$ cat src/rtl/pulse_pkg.sv
// Shared definitions for the pulse stretcher.
//   - FSM state encoding (IDLE/HIGH/GAP) as 2-bit constants plus enum type
//   - width helpers for sizing the phase counter
package pulse_pkg;

  localparam logic [1:0] ST_IDLE = 2'd0;
  localparam logic [1:0] ST_HIGH = 2'd1;
  localparam logic [1:0] ST_GAP  = 2'd2;

  typedef enum logic [1:0] {
    S_IDLE = ST_IDLE,
    S_HIGH = ST_HIGH,
    S_GAP  = ST_GAP
  } state_e;

  function automatic int max2(input int a, input int b);
    return (a > b) ? a : b;
  endfunction

  // $clog2 with a floor of one bit, so a counter that only ever holds 0
  // still has a legal declaration.
  function automatic int clog2_min1(input int v);
    return ($clog2(v) < 1) ? 1 : $clog2(v);
  endfunction

endpackage

$ cat src/rtl/sat_updown_counter.sv
// Saturating up/down counter used as the strobe queue depth.
// Ports:
//   clk, rst   clock, async active-high reset
//   inc, dec   count up / down requests (both together: no change)
//   count      current value, 0..MAX
//   full       count == MAX
//   drop       inc refused because full and no simultaneous dec
module sat_updown_counter #(
  parameter int MAX = 3,
  parameter int W   = $clog2(MAX + 1)
) (
  input  logic         clk,
  input  logic         rst,
  input  logic         inc,
  input  logic         dec,
  output logic [W-1:0] count,
  output logic         full,
  output logic         drop
);

  localparam logic [W-1:0] MAXV = W'(MAX);

  logic [W-1:0] count_q, count_d;

  assign full  = (count_q == MAXV);
  assign drop  = inc & ~dec & full;
  assign count = count_q;

  always_comb begin
    count_d = count_q;
    if (inc && !dec && !full)
      count_d = count_q + W'(1);
    else if (dec && !inc && (count_q != '0))
      count_d = count_q - W'(1);
  end

  always_ff @(posedge clk or posedge rst) begin
    if (rst) count_q <= '0;
    else     count_q <= count_d;
  end

endmodule

$ cat src/rtl/pulse_stretcher.sv
// Stretches single-cycle strobes into fixed-width output pulses with a
// guaranteed low gap between them; strobes arriving while busy are queued.
// Ports:
//   clk, rst    clock, async active-high reset
//   pulse_in    strobe, one request per sampled-high cycle
//   clr_ovf     synchronous clear of ovf (a same-cycle drop wins)
//   out         stretched pulse (decoded from registered state)
//   busy        high while in HIGH or GAP
//   pending     number of queued requests
//   ovf         sticky: a request was dropped because the queue was full
module pulse_stretcher
  import pulse_pkg::*;
#(
  parameter int HIGH_CYCLES = 4,
  parameter int GAP_CYCLES  = 2,
  parameter int PEND_MAX    = 3,
  parameter int PEND_W      = $clog2(PEND_MAX + 1)
) (
  input  logic              clk,
  input  logic              rst,
  input  logic              pulse_in,
  input  logic              clr_ovf,
  output logic              out,
  output logic              busy,
  output logic [PEND_W-1:0] pending,
  output logic              ovf
);

  localparam int CW = clog2_min1(max2(HIGH_CYCLES, GAP_CYCLES));
  localparam logic [CW-1:0] HIGH_LAST = CW'(HIGH_CYCLES - 1);
  localparam logic [CW-1:0] GAP_LAST  = CW'(GAP_CYCLES - 1);

  logic [1:0]    state_q, state_d;
  logic [CW-1:0] cnt_q, cnt_d;
  logic          ovf_q, ovf_d;

  logic gap_end, pend_zero, pend_inc, pend_dec;
  logic pend_full, pend_drop;
  logic [PEND_W-1:0] pend_cnt;

  assign out       = (state_q == ST_HIGH);
  assign busy      = (state_q != ST_IDLE);
  assign pending   = pend_cnt;
  assign ovf       = ovf_q;

  assign gap_end   = (state_q == ST_GAP) && (cnt_q == GAP_LAST);
  assign pend_zero = (pend_cnt == '0);
  // A strobe landing on the last gap cycle with an empty queue starts the
  // next pulse directly instead of being queued.
  assign pend_inc  = busy & pulse_in & ~(gap_end & pend_zero);
  assign pend_dec  = gap_end & ~pend_zero;

  sat_updown_counter #(
    .MAX (PEND_MAX),
    .W   (PEND_W)
  ) u_pend (
    .clk   (clk),
    .rst   (rst),
    .inc   (pend_inc),
    .dec   (pend_dec),
    .count (pend_cnt),
    .full  (pend_full),
    .drop  (pend_drop)
  );

  // Next-state and phase counter.
  always_comb begin
    state_d = state_q;
    cnt_d   = cnt_q;
    case (state_q)
      ST_IDLE: begin
        cnt_d = '0;
        if (pulse_in) state_d = ST_HIGH;
      end
      ST_HIGH: begin
        if (cnt_q == HIGH_LAST) begin
          state_d = ST_GAP;
          cnt_d   = '0;
        end else begin
          cnt_d = cnt_q + CW'(1);
        end
      end
      ST_GAP: begin
        if (gap_end) begin
          cnt_d   = '0;
          state_d = (!pend_zero || pulse_in) ? ST_HIGH : ST_IDLE;
        end else begin
          cnt_d = cnt_q + CW'(1);
        end
      end
      default: begin
        state_d = ST_IDLE;
        cnt_d   = '0;
      end
    endcase
  end

  // Sticky overflow; a drop in the same cycle as clr_ovf keeps it set.
  always_comb begin
    ovf_d = ovf_q;
    if (pend_drop && pend_full) ovf_d = 1'b1;
    else if (clr_ovf)           ovf_d = 1'b0;
  end

  always_ff @(posedge clk or posedge rst) begin
    if (rst) begin
      state_q <= ST_IDLE;
      cnt_q   <= '0;
      ovf_q   <= 1'b0;
    end else begin
      state_q <= state_d;
      cnt_q   <= cnt_d;
      ovf_q   <= ovf_d;
    end
  end

endmodule

$ cat config.mk
export PLATFORM = sky130hd
export DESIGN_NAME = pulse_stretcher
export DESIGN_NICKNAME = d
export VERILOG_FILES = /design/src/rtl/pulse_pkg.sv /design/src/rtl/sat_updown_counter.sv /design/src/rtl/pulse_stretcher.sv
export SDC_FILE = /design/constraint.sdc
export NUM_CORES = 1
export LEC_CHECK = 0
export BUFFER_PORTS_ARGS = -buffer_cell sky130_fd_sc_hd__buf_2
export CAP_MARGIN = 20
export CORE_AREA = 2 2 39 41
export CTS_CLUSTER_SIZE = 10
export DETAILED_ROUTE_END_ITERATION = 8
export DIE_AREA = 0 0 41 43
export PLACE_DENSITY = 0.54
export RECOVER_POWER = 25
export SYNTH_ARGS = -nofsm -noshare
export SYNTH_HDL_FRONTEND = slang
export SYNTH_SLANG_ARGS = --single-unit
$ cat constraint.sdc
create_clock -name clk -period 1.8 [get_ports clk]
set_input_delay 0.09 -clock clk [delete_from_list [all_inputs] [get_ports clk]]
set_output_delay 0.09 -clock clk [all_outputs]
set_load 0.005 [all_outputs]
Word level (Yosys, flattened, before mapping)
Index checks and enable logic that the tools add are counted.

storage, ports and cells
  bits in registers = 7
  latch bits = 0
  bits in writable memories = 0
  ROM bits = 0
  bits of input ports = 4
  output and inout port bits = 5
  logic and storage cells = 54
  memories kept = 0

cells by class
  add/subtract/negate cells = 3
  multiply operators = 0
  div/mod/pow operators = 0
  $lt $le $gt $ge = 0
  equality and inequality tests = 8
  shift operators = 0
  multiplexer cells = 12
  bitwise operators = 9
  reductions and logical operators = 18

operators with widths
  cell                                                  number
  2-to-1 mux 2 bit                                      7
  nonzero test 2 bit                                    4
  bitwise AND 1 bit                                     6
  equality test 2 bit (second input constant)           3
  logical AND 1 bit                                     6
  one-hot mux 2 bit (3 select lines)                    1
  adder 2 x 1 -> 2 bit (second input constant)          2
  equality test 2 x 1 -> 1 bit (second input constant)  2
  zero test 1 bit                                       4
  zero test 2 bit                                       2
  != test 2 bit (second input constant)                 2
  one-hot mux 2 bit (2 select lines)                    1
  2-to-1 mux 1 bit                                      3
  inverter 1 bit                                        3
  AND reduction 3 bit                                   1
  != test 2 x 1 -> 1 bit (second input constant)        1
  subtractor 2 x 1 -> 2 bit (second input constant)     1
  logical OR 1 bit                                      1

Longest topological paths before layout
Gate-level depths: netlist of run 1.

  depth after elaboration = 10
  gate-level depth with buffers = 5
  depth with buffers taken out = 5

By module
From an unflattened synthesis of run 1, not the netlist that was laid out.

unflattened totals
  cells, all modules = 53
  area, all modules = 520.5 sq um

modules (own cells, without submodules)
  module              instances  cells an instance  area each (sq um)  sequential area each (sq um)
  pulse_stretcher     1          38                 386.6              125.1
  sat_updown_counter  1          15                 133.9              50.0

Worst setup path after synthesis of run 1
OpenSTA, ideal clock, no wires.

  path kind = reg2reg
  start = register state_q[1]
  end = register state_q[0]
  library setup time = 0.125 ns
  arrival = 1.325 ns
  required time = 1.675 ns
  slack = 0.351 ns
  stages on the path, launching flop included = 5
  path buffers = 0
  period minus slack after synthesis = 1.449 ns
  path through = dfrtp_1 -> inv_1 -> ha_1 -> a221oi_4 -> mux2_2

on the way
  elaborated cells on any way between the ends = 9
  classes of those cells = eq/ne (5); mux (1); reduce/logical (3)

RTL lines
  what                              RTL line                text
  from (decl)                       pulse_stretcher.sv:33   logic [1:0] state_q, state_d;
  from (signal assigned)            pulse_stretcher.sv:111  state_q <= state_d;
  equality test 2 x 1 -> 1 bit (*)  -
  named net out                     pulse_stretcher.sv:23   output logic out,
  != test 2 x 1 -> 1 bit (no line)  -
  AND reduction 3 bit (no line)     -

Mark *: on every way through the listed nets, which the timed path passes. The rest lies on a longest branch.
A chain may end at the register's enable or synchronous reset.

Worst setup path after layout of run 1
  start = register state_q[1]
  end = register state_q[0]

on the way
  word-level cells in the longest chain between the ends = 4
  elaborated cells on any way between the ends = 9
  classes of those cells = eq/ne (5); mux (1); reduce/logical (3)

ends and longest elaborated chain
  what                           RTL line                                      text
  equality test 2 bit            pulse_stretcher.sv:46, pulse_stretcher.sv:70
  logical AND 1 bit              pulse_stretcher.sv:46                         assign gap_end = (state_q == ST_GAP) && (cnt_q == GAP_LAST);
  != test 2 bit (no line)        -
  AND reduction 3 bit (no line)  -

Several ways; a longest one is shown, not always the timed one.

==> run metrics, run 1 <==
vias in the first global route 336; dpl cell area 547 um2; Top FF cell, synth dfrtp_1; Resized Gates After CTS 0; Worst VDD drop 0.000599 V; Clock Sinks 7; # H-tree levels 1; n_diodes 0; Synth Instances 47; Distinct cells, synth 18; status complete, no violations; async set or reset register ratio after synthesis 100%; gpl congestion 0.688; critical path class register to register; Mean Syn Cell Area 10.4 um2; Worst-Skew Late Latency 0.24 ns; Placed Instances 71; Starting DRT DRC Count 0; crit path DAT 1.67 ns; number of hold violations in the final report 0; Hold Crit Depth 2; P_leak 0.288 nW; PwrDens 1420 nW/um2; Fin Setup TNS 0 ns; area grow syn2layout 19.8%; final wirelength 767 um; worst hold start clr_ovf; Cell Area, Synth 487 um2; layout cell share with drive strength beyond 1 26.7%; unrepaired setup endpoints after global routing false; R2R setup slack 0.26 ns; IO buf count 8; num rows 14; Critical Path End Type register; Final Cell Area 583 um2; Achievable Freq 0.649 GHz; I/O pins 9; Die Height 43 um; die width 41 um; largest net degree at the start of global routing 8; clock buffer count from CTS 3; Core Region 1380 um2; first-pass GRT wire length 1320 um; Worst R2R Path Depth 4; RR Startpoint state_q[1]; WHS Endpoint ovf; die area 1760 um2; critical path data required time 1.93 ns; Clock Tree Root clkbuf_4; initial antenna violation count 0; DRT Pass-1 Iters 1; clk buf depth 2; Synthesized Nets 58; routed vias 353; nets@finish 72; CTS tree done; synthesized flop and latch total 7; Slew Limit Headroom 81.8%; final non-filler cell total 76; Post-synth EDFFs 0; Final Max Slew Viols 0; clock-pin slew on the worst setup and hold paths 0.05 ns; DP HPWL 643 um; MaxCap Viol Count 0; GRT Overall Usage 11.9%; Finish-stage setup viols 0; wire length per cell 10.1 um; Initial Utilization 35.2%; register area share after synthesis 36.0%; Max Fanout on Critical Path 5; CP Launch Type register; Tcrit/Tclk final 85.6%; Post-DRT Antenna Nets 0; post-layout min period 1.54 ns; Tightest Hold Check Type input port to register; Post-Route Skew 0.00251 ns; Slew @ Worst Pin 0.273 ns; yosys warns 0; R2R Path End state_q[0]; number of remaining DRC errors 0; gr ovfl total 0; Avg Vias per Cell 4.64
==> cells by family after synthesis <==
logic type,count (synthesis),share of synthesized area (%)
AO/OA/AOI/OAI,11,17.5
buffers and inverters,10,7.71
AND/OR/NAND/NOR,9,14.1
adder cells (fa/ha/maj),7,18.0
flip-flops,7,36.0
multiplexers,3,6.68
==> layout by cell type, fill, tap and decap left out, drive strengths merged <==
cell,Yosys,layout
nor2b,4,4
a21oi,4,4
dfrtp,7,7
or3b,1,1
inv,10,10
mux2i,1,1
nor3b,2,2
buf,0,8
clkbuf,0,4
mux2,2,2
o21ai,3,3
ha,7,7
a2bb2oi,1,1
nand2,1,1
a21o,1,1
a221oi,1,1
o31ai,1,1
nand4,1,1
dlygate4sd3,0,1
==> critical path, stage by stage, from the launching register on <==
cell	delay [ns]
dfrtp_1	0.39
inv_1	0.08
ha_1	0.27
a221oi_4	0.32
mux2_2	0.36
==> routing by layer <==
layer  track usage (%)  wire (um)  vias to the layer above
li1                  -          -                      184
met1              15.9        355                      165
met2              15.0        391                        2
met3              1.57         13                        2
met4              12.0          8                        0
met5                 0          0                        -
==> stage by stage <==
stage / hold slack, ns / utilization, % / total power, mW / setup WS [ns]
3_5_place_dp: 0.0289 / 39.5 / 0.702 / 0.254
6_report: 0.0431 / 42.1 / 0.826 / 0.260
2_1_floorplan: -0.107 / - / 0.585 / 0.351
5_1_grt: 0.0449 / 42.1 / 0.909 / 0.169
3_3_place_gp: 0.0320 / 39.5 / 0.696 / 0.262
4_1_cts: 0.0392 / 42.1 / 0.848 / 0.247
==> synthesized netlist by cell type (2+ instances only) <==
cell type  instances  area (um2)
dfrtp_1            7         175
mux2_2             2        22.5
nor3b_1            2        15.0
inv_1             10        37.5
nor2b_1            2        12.5
o21ai_0            3        15.0
a21oi_1            4        20.0
ha_1               7        87.6
==> final cells by class <==
type | count | area (um2)
sequential | 7 | 175
clock buffer | 4 | 26.3
timing repair buffer | 9 | 50.0
fill | 147 | 801
inverter | 10 | 37.5
multi-input combinational | 30 | 274
tap | 16 | 20.0
==> worst max-delay path by stage <==
stage                     startpoint          to  slack [ns]
final                     state_q[1]  state_q[0]        0.26
after global routing      state_q[1]  state_q[1]        0.17
after CTS                 state_q[1]  state_q[0]        0.25
after detailed placement  state_q[1]  state_q[0]        0.25
after global placement    state_q[1]  state_q[1]        0.26
after floorplan           state_q[1]  state_q[0]        0.35
==> where the power goes <==
| group | switching (mW) | internal (mW) |
|---|---|---|
| Clock | 0.0544 | 0.0844 |
| Combinational | 0.200 | 0.226 |
| Sequential | 0.0490 | 0.212 |
==> sequential cells by signal, indices dropped and copies added (netlist names) <==
register      count
u_pend.count      2
state_q           2
ovf               1
cnt_q             2
==> repair_timing <==
action / 4_1_cts / 5_1_grt
hold endpoints to repair: 7 / 0
setup buffers: 0 / 0
hold buffers: 1 / 0
No activity file was read; power rests on OpenSTA's default activity.
==> inputs of run 2 (changes only) <==
--- a/config.mk
+++ b/config.mk
@@ -11,7 +11,7 @@
 export CTS_CLUSTER_SIZE = 10
 export DETAILED_ROUTE_END_ITERATION = 8
 export DIE_AREA = 0 0 41 43
-export PLACE_DENSITY = 0.54
+export PLACE_DENSITY_LB_ADDON = 0.08
 export RECOVER_POWER = 25
 export SYNTH_ARGS = -nofsm -noshare
 export SYNTH_HDL_FRONTEND = slang
==> run metrics, run 2 (synthesis results as in run 1) <==
status complete, no violations; Tightest Hold Check Type input port to register; GRT Overall Usage 12.0% (+0.13 points); clock buffer count from CTS 3 (unchanged); gr ovfl total 0 (unchanged); overall power 0.841 mW (+1.8%); Tcrit/Tclk final 86.0% (+0.45 points); Slew @ Worst Pin 0.301 ns (+0.0283 ns); nets@finish 72 (unchanged); DRT Pass-1 Iters 2 (+1); n_diodes 0 (unchanged); post-layout min period 1.55 ns (+0.00813 ns); number of hold violations in the final report 0 (unchanged); CTS tree done; wire length per cell 11.1 um (+9.5%); commonest cells after routing, fill and taps aside 10 x inv_1, 8 x buf_2, 7 x ha_1, 7 x dfrtp_1, 4 x a21oi_1; final core occ 42.1% (unchanged); layout cell share with drive strength beyond 1 26.7% (unchanged); die width 41 um (unchanged); DP HPWL 626 um (-2.6%); final wirelength 840 um (+9.5%); Setup Buffers After CTS 0 (unchanged); Critical Path End Type register; number of remaining DRC errors 0 (unchanged); Resized Gates After CTS 0 (unchanged); Max Fanout on Critical Path 4 (-1); Initial Utilization 35.2% (unchanged); CP Launch Type register; grt peak-use layer met1; Finish-stage setup viols 0 (unchanged); met1 Use GR 16.6% (+0.67 points); IO buf count 8 (unchanged); most common cell after layout, fill and taps aside inv_1; clock-pin slew on the worst setup and hold paths 0.06 ns (about the same); Slew Limit Headroom 79.9% (-1.9 points); GRT met3 Usage 4.71% (+3.1 points); met2 Resource Use GR 12.8% (-2.2 points); vias in the first global route 300 (-11%); Final Max Slew Viols 0 (unchanged); largest net degree at the start of global routing 8 (unchanged); clk buf depth 2 (unchanged); CP max stage cell dfrtp_1; Starting DRT DRC Count 2 (+2); Core Region 1380 um2 (unchanged); Worst VDD drop 0.000577 V (-3.7%); Worst path max stage delay 0.41 ns (+0.02 ns); critical path data required time 1.95 ns (+0.02 ns); Post-Route Skew 0.00548 ns (+0.00297 ns); P_leak 0.288 nW (unchanged); critical path, cell by cell inv_1 -> ha_1 -> a221oi_4 -> mux2_2; # H-tree levels 1 (unchanged); gpl congestion 0.633 (-8.0%); num rows 14 (unchanged); Clock Tree Root clkbuf_4; Clock Sinks 7 (unchanged); MaxCap Viol Count 0 (unchanged); Die Height 43 um (unchanged); initial antenna violation count 0 (unchanged); die area 1760 um2 (unchanged); Avg Vias per Cell 4.63 (-0.28%); Post-DRT Antenna Nets 0 (unchanged); area grow syn2layout 19.8% (unchanged); Worst-Skew Late Latency 0.26 ns (+0.02 ns); crit path DAT 1.69 ns (+0.02 ns); I/O pins 9 (unchanged); unrepaired setup endpoints after global routing false; critical path class register to register; PwrDens 1440 nW/um2 (+1.8%); Achievable Freq 0.646 GHz (-0.53%); Fin Setup TNS 0 ns (unchanged); first-pass GRT wire length 1290 um (-2.6%); routed vias 352 (-0.28%)
[run 2: worst paths after layout]
kind                       slack [ns]  cells past startpoint          to  startpoint
setup / recovery                 0.25                      4  state_q[1]  state_q[0]
hold / removal                   0.01                      2         ovf     clr_ovf
setup reg to reg                 0.25                      4  state_q[1]  state_q[0]
hold reg to reg                  0.50                      1    cnt_q[0]    cnt_q[0]
max in group asynchronous        1.25                      3    cnt_q[1]         rst
min in group asynchronous        0.31                      3         ovf         rst
[run 2: per-stage QoR]
| step | hold slack, ns | worst slack, ns | instances | area [um2] |
|---|---|---|---|---|
| 5_1_grt | 0.00916 | 0.197 | 76 | 583 |
| 3_3_place_gp | 0.0474 | 0.253 | 71 | 547 |
| 6_report | 0.0131 | 0.252 | 76 | 583 |
| 4_1_cts | 0.0127 | 0.265 | 76 | 583 |
| 3_5_place_dp | 0.0537 | 0.282 | 71 | 547 |
| 2_1_floorplan | -0.107 | 0.351 | 47 | 487 |
[run 2: routing by layer]
layer	wire, um	vias up	share of wire, %
met5	0	-	0
met3	47	4	5.6
li1	-	183	-
met4	36	0	4.3
met1	412	157	49
met2	343	8	41
[run 2: final cells by class]
class	instances	area [um2]
fillers	134	801
multi-input cells	30	274
flip-flops and latches	7	175
repair buffers	9	50.0
inverters	10	37.5
clock buffers	4	26.3
well taps	16	20.0
[run 2: critical path, delay by kind of cell (launching register included)]
family | cells | cell delay (ns)
fa+ha+maj | 1 | 0.29
compound gates | 1 | 0.30
flops | 1 | 0.41
mux | 1 | 0.36
buf+inv | 1 | 0.08
[run 2: power by group]
group	internal [mW]	leakage (nW)	switching, mW	total, mW
Sequential	0.211	0.0817	0.0525	0.264
Combinational	0.226	0.192	0.200	0.426
Clock	0.0851	0.0150	0.0661	0.151
[run 2: what timing repair did]
item                                   in CTS  in global routing
setup endpoints to repair                   0                  0
endpoints found under the hold margin       7                  0
hold buffers                                1                  0
==> inputs of run 3 (changes only) <==
--- a/config.mk
+++ b/config.mk
@@ -5,6 +5,7 @@
 export SDC_FILE = /design/constraint.sdc
 export NUM_CORES = 1
 export LEC_CHECK = 0
+export ABC_AREA = 1
 export BUFFER_PORTS_ARGS = -buffer_cell sky130_fd_sc_hd__buf_2
 export CAP_MARGIN = 20
 export CORE_AREA = 2 2 39 41
==> run metrics, run 3 <==
status complete, no violations; R2R Path End cnt_q[1]; Worst path max stage delay 0.39 ns (-0.02 ns); # H-tree levels 1 (unchanged); vias in the first global route 366 (+22%); Max Fanout on Critical Path 4 (unchanged); DP HPWL 672 um (+7.3%); Slew @ Worst Pin 0.268 ns (-0.0330 ns); GRT Overall Usage 12.9% (+0.92 points); Top FF cell, synth dfrtp_1; most frequent cell after synthesis nand2_1; register area share after synthesis 36.8% (+0.85 points); Tcrit/Tclk final 69.8% (-16 points); Synthesized Nets 73 (+26%); Achievable Freq 0.795 GHz (+23%); post-synth top area cell dfrtp_1; Clock Sinks 7 (unchanged); initial antenna violation count 0 (unchanged); Mean Syn Cell Area 7.67 um2 (-26%); Cell Area, Synth 475 um2 (-2.3%); commonest cells after routing, fill and taps aside 15 x nand2_1, 14 x inv_1, 8 x buf_2, 7 x ha_1, 7 x dfrtp_1; largest net degree at the start of global routing 8 (unchanged); Post-synth top cells 15 x nand2_1, 14 x inv_1, 7 x dfrtp_1, 7 x ha_1, 5 x nand3_1; number of hold violations in the final report 0 (unchanged); overall power 0.790 mW (-6.1%); crit path DAT 1.43 ns (-0.26 ns); Final Max Slew Viols 0 (unchanged); async set or reset register ratio after synthesis 100% (unchanged); Die Height 43 um (unchanged); critical path class register to register; num rows 14 (unchanged); Critical Path End Type register; Post-Route Skew 0.00916 ns (+0.00368 ns); Worst VDD drop 0.000575 V (-0.28%); CP max stage cell dfrtp_1; Hold Crit Depth 2 (unchanged); gpl congestion 0.735 (+16%); CTS tree done; sequential cell area 175 um2 (unchanged); critical path, cell by cell inv_1 -> ha_1 -> or2_2 -> a21oi_1; number of remaining DRC errors 0 (unchanged); area of the multi-input gates 239 um2 (-13%); clock buffer count from CTS 3 (unchanged); Distinct cells, synth 16 (-2); yosys warns 0 (unchanged); post-layout min period 1.26 ns (-0.291 ns); dpl cell area 536 um2 (-2.1%); MaxCap Viol Count 0 (unchanged); clock-pin slew on the worst setup and hold paths 0.06 ns (about the same); synthesized flop and latch total 7 (unchanged); gr ovfl total 0 (unchanged); Avg Vias per Cell 4.29 (-7.5%); P_leak 0.317 nW (+10%); final wirelength 877 um (+4.4%); Setup Buffers After CTS 0 (unchanged); CP Launch Type register; Initial Utilization 34.4% (-0.81 points); critical path data required time 1.97 ns (+0.02 ns); DRT Pass-1 Iters 3 (+1); Finish-stage setup viols 0 (unchanged); Final Cell Area 572 um2 (-1.9%); most common cell after layout, fill and taps aside nand2_1; R2R setup slack 0.54 ns (+0.29 ns); PwrDens 1380 nW/um2 (-4.2%); Yosys top cell area share 36.8% (+0.85 points); Core Region 1380 um2 (unchanged); die area 1760 um2 (unchanged); Starting DRT DRC Count 4 (+2); first-pass GRT wire length 1420 um (+10%); clk buf depth 2 (unchanged); die width 41 um (unchanged); Fin Setup TNS 0 ns (unchanged); Post-synth EDFFs 0 (unchanged); RR Startpoint cnt_q[0]; Slew Limit Headroom 82.1% (+2.2 points); n_diodes 0 (unchanged); nets@finish 87 (+21%); area grow syn2layout 20.3%; largest cells by area after synthesis dfrtp_1 37%, ha_1 18%, nand2_1 12%; WHS Endpoint ovf; Clock Tree Root clkbuf_4; I/O pins 9 (unchanged); Tightest Hold Check Type input port to register; routed vias 390 (+11%); unrepaired setup endpoints after global routing false; layout cell share with drive strength beyond 1 22.7% (-4.0 points); Post-DRT Antenna Nets 0 (unchanged); IO buf count 8 (unchanged); worst hold start clr_ovf; Worst-Skew Late Latency 0.26 ns (about the same); wire length per cell 9.64 um (-13%); Worst R2R Path Depth 4 (unchanged); number of fill cells 149 (+11%); Synth Instances 62 (+32%)
==> run 3: layout make-up <==
| class | instances | area share, % |
|---|---|---|
| multi-input cells | 39 | 41.8 |
| repair buffers | 9 | 8.75 |
| well taps | 16 | 3.50 |
| inverters | 16 | 10.7 |
| clock buffers | 4 | 4.60 |
| flip-flops and latches | 7 | 30.6 |
==> run 3: kinds of logic (layout without fill, tap and decap cells) <==
| family | Yosys count | after routing | synth area share (%) |
|---|---|---|---|
| AND/OR/NAND/NOR | 27 | 27 | 26.1 |
| buffers and inverters | 16 | 29 | 12.9 |
| adder cells (fa/ha/maj) | 7 | 7 | 18.4 |
| flip-flops | 7 | 7 | 36.8 |
| AO/OA/AOI/OAI | 5 | 5 | 5.79 |
==> run 3: timing repair <==
action / in CTS / in global routing
hold buffers: 1 / 0
endpoints found under the setup margin: 0 / 0
endpoints found under the hold margin: 7 / 0
resized for setup: 0 / 0
==> run 3: power breakdown <==
part	switching, mW	internal [mW]
clock network	0.0595	0.0847
registers	0.0522	0.213
logic	0.224	0.156
total	0.336	0.454
==> run 3: routing by layer <==
layer	wire, um	track usage, %
met5	0	0
met4	0	4.00
met3	68	9.42
met2	449	20.3
met1	360	12.7
==> run 3: through the flow <==
step | utilization [%] | instances | hold slack (ns) | setup WS [ns]
floorplan | - | 62 | -0.107 | 0.658
global placement | 38.7 | 86 | 0.0382 | 0.543
detailed placement | 38.7 | 86 | 0.0381 | 0.550
CTS | 41.3 | 91 | 0.0215 | 0.528
global route | 41.3 | 91 | 0.0176 | 0.437
finish | 41.3 | 91 | 0.0256 | 0.543
==> run 3: critical path, delay by kind of cell (launching register included) <==
family	cells	cell delay, ns
flip-flops	1	0.39
AO/OA/AOI/OAI	1	0.12
buffers and inverters	1	0.07
adder cells (fa/ha/maj)	1	0.30
AND/OR/NAND/NOR	1	0.29
==> run 3: how the worst max path moves through the flow <==
| stage | depth (start not counted) | start | to |
|---|---|---|---|
| 3_5_place_dp | 9 | state_q[0] | u_pend.count[0] |
| 6_report | 4 | cnt_q[0] | cnt_q[1] |
| 4_1_cts | 4 | cnt_q[0] | cnt_q[1] |
| 3_3_place_gp | 9 | state_q[0] | u_pend.count[0] |
| 2_1_floorplan | 4 | cnt_q[0] | cnt_q[1] |
| 5_1_grt | 9 | state_q[0] | u_pend.count[0] |
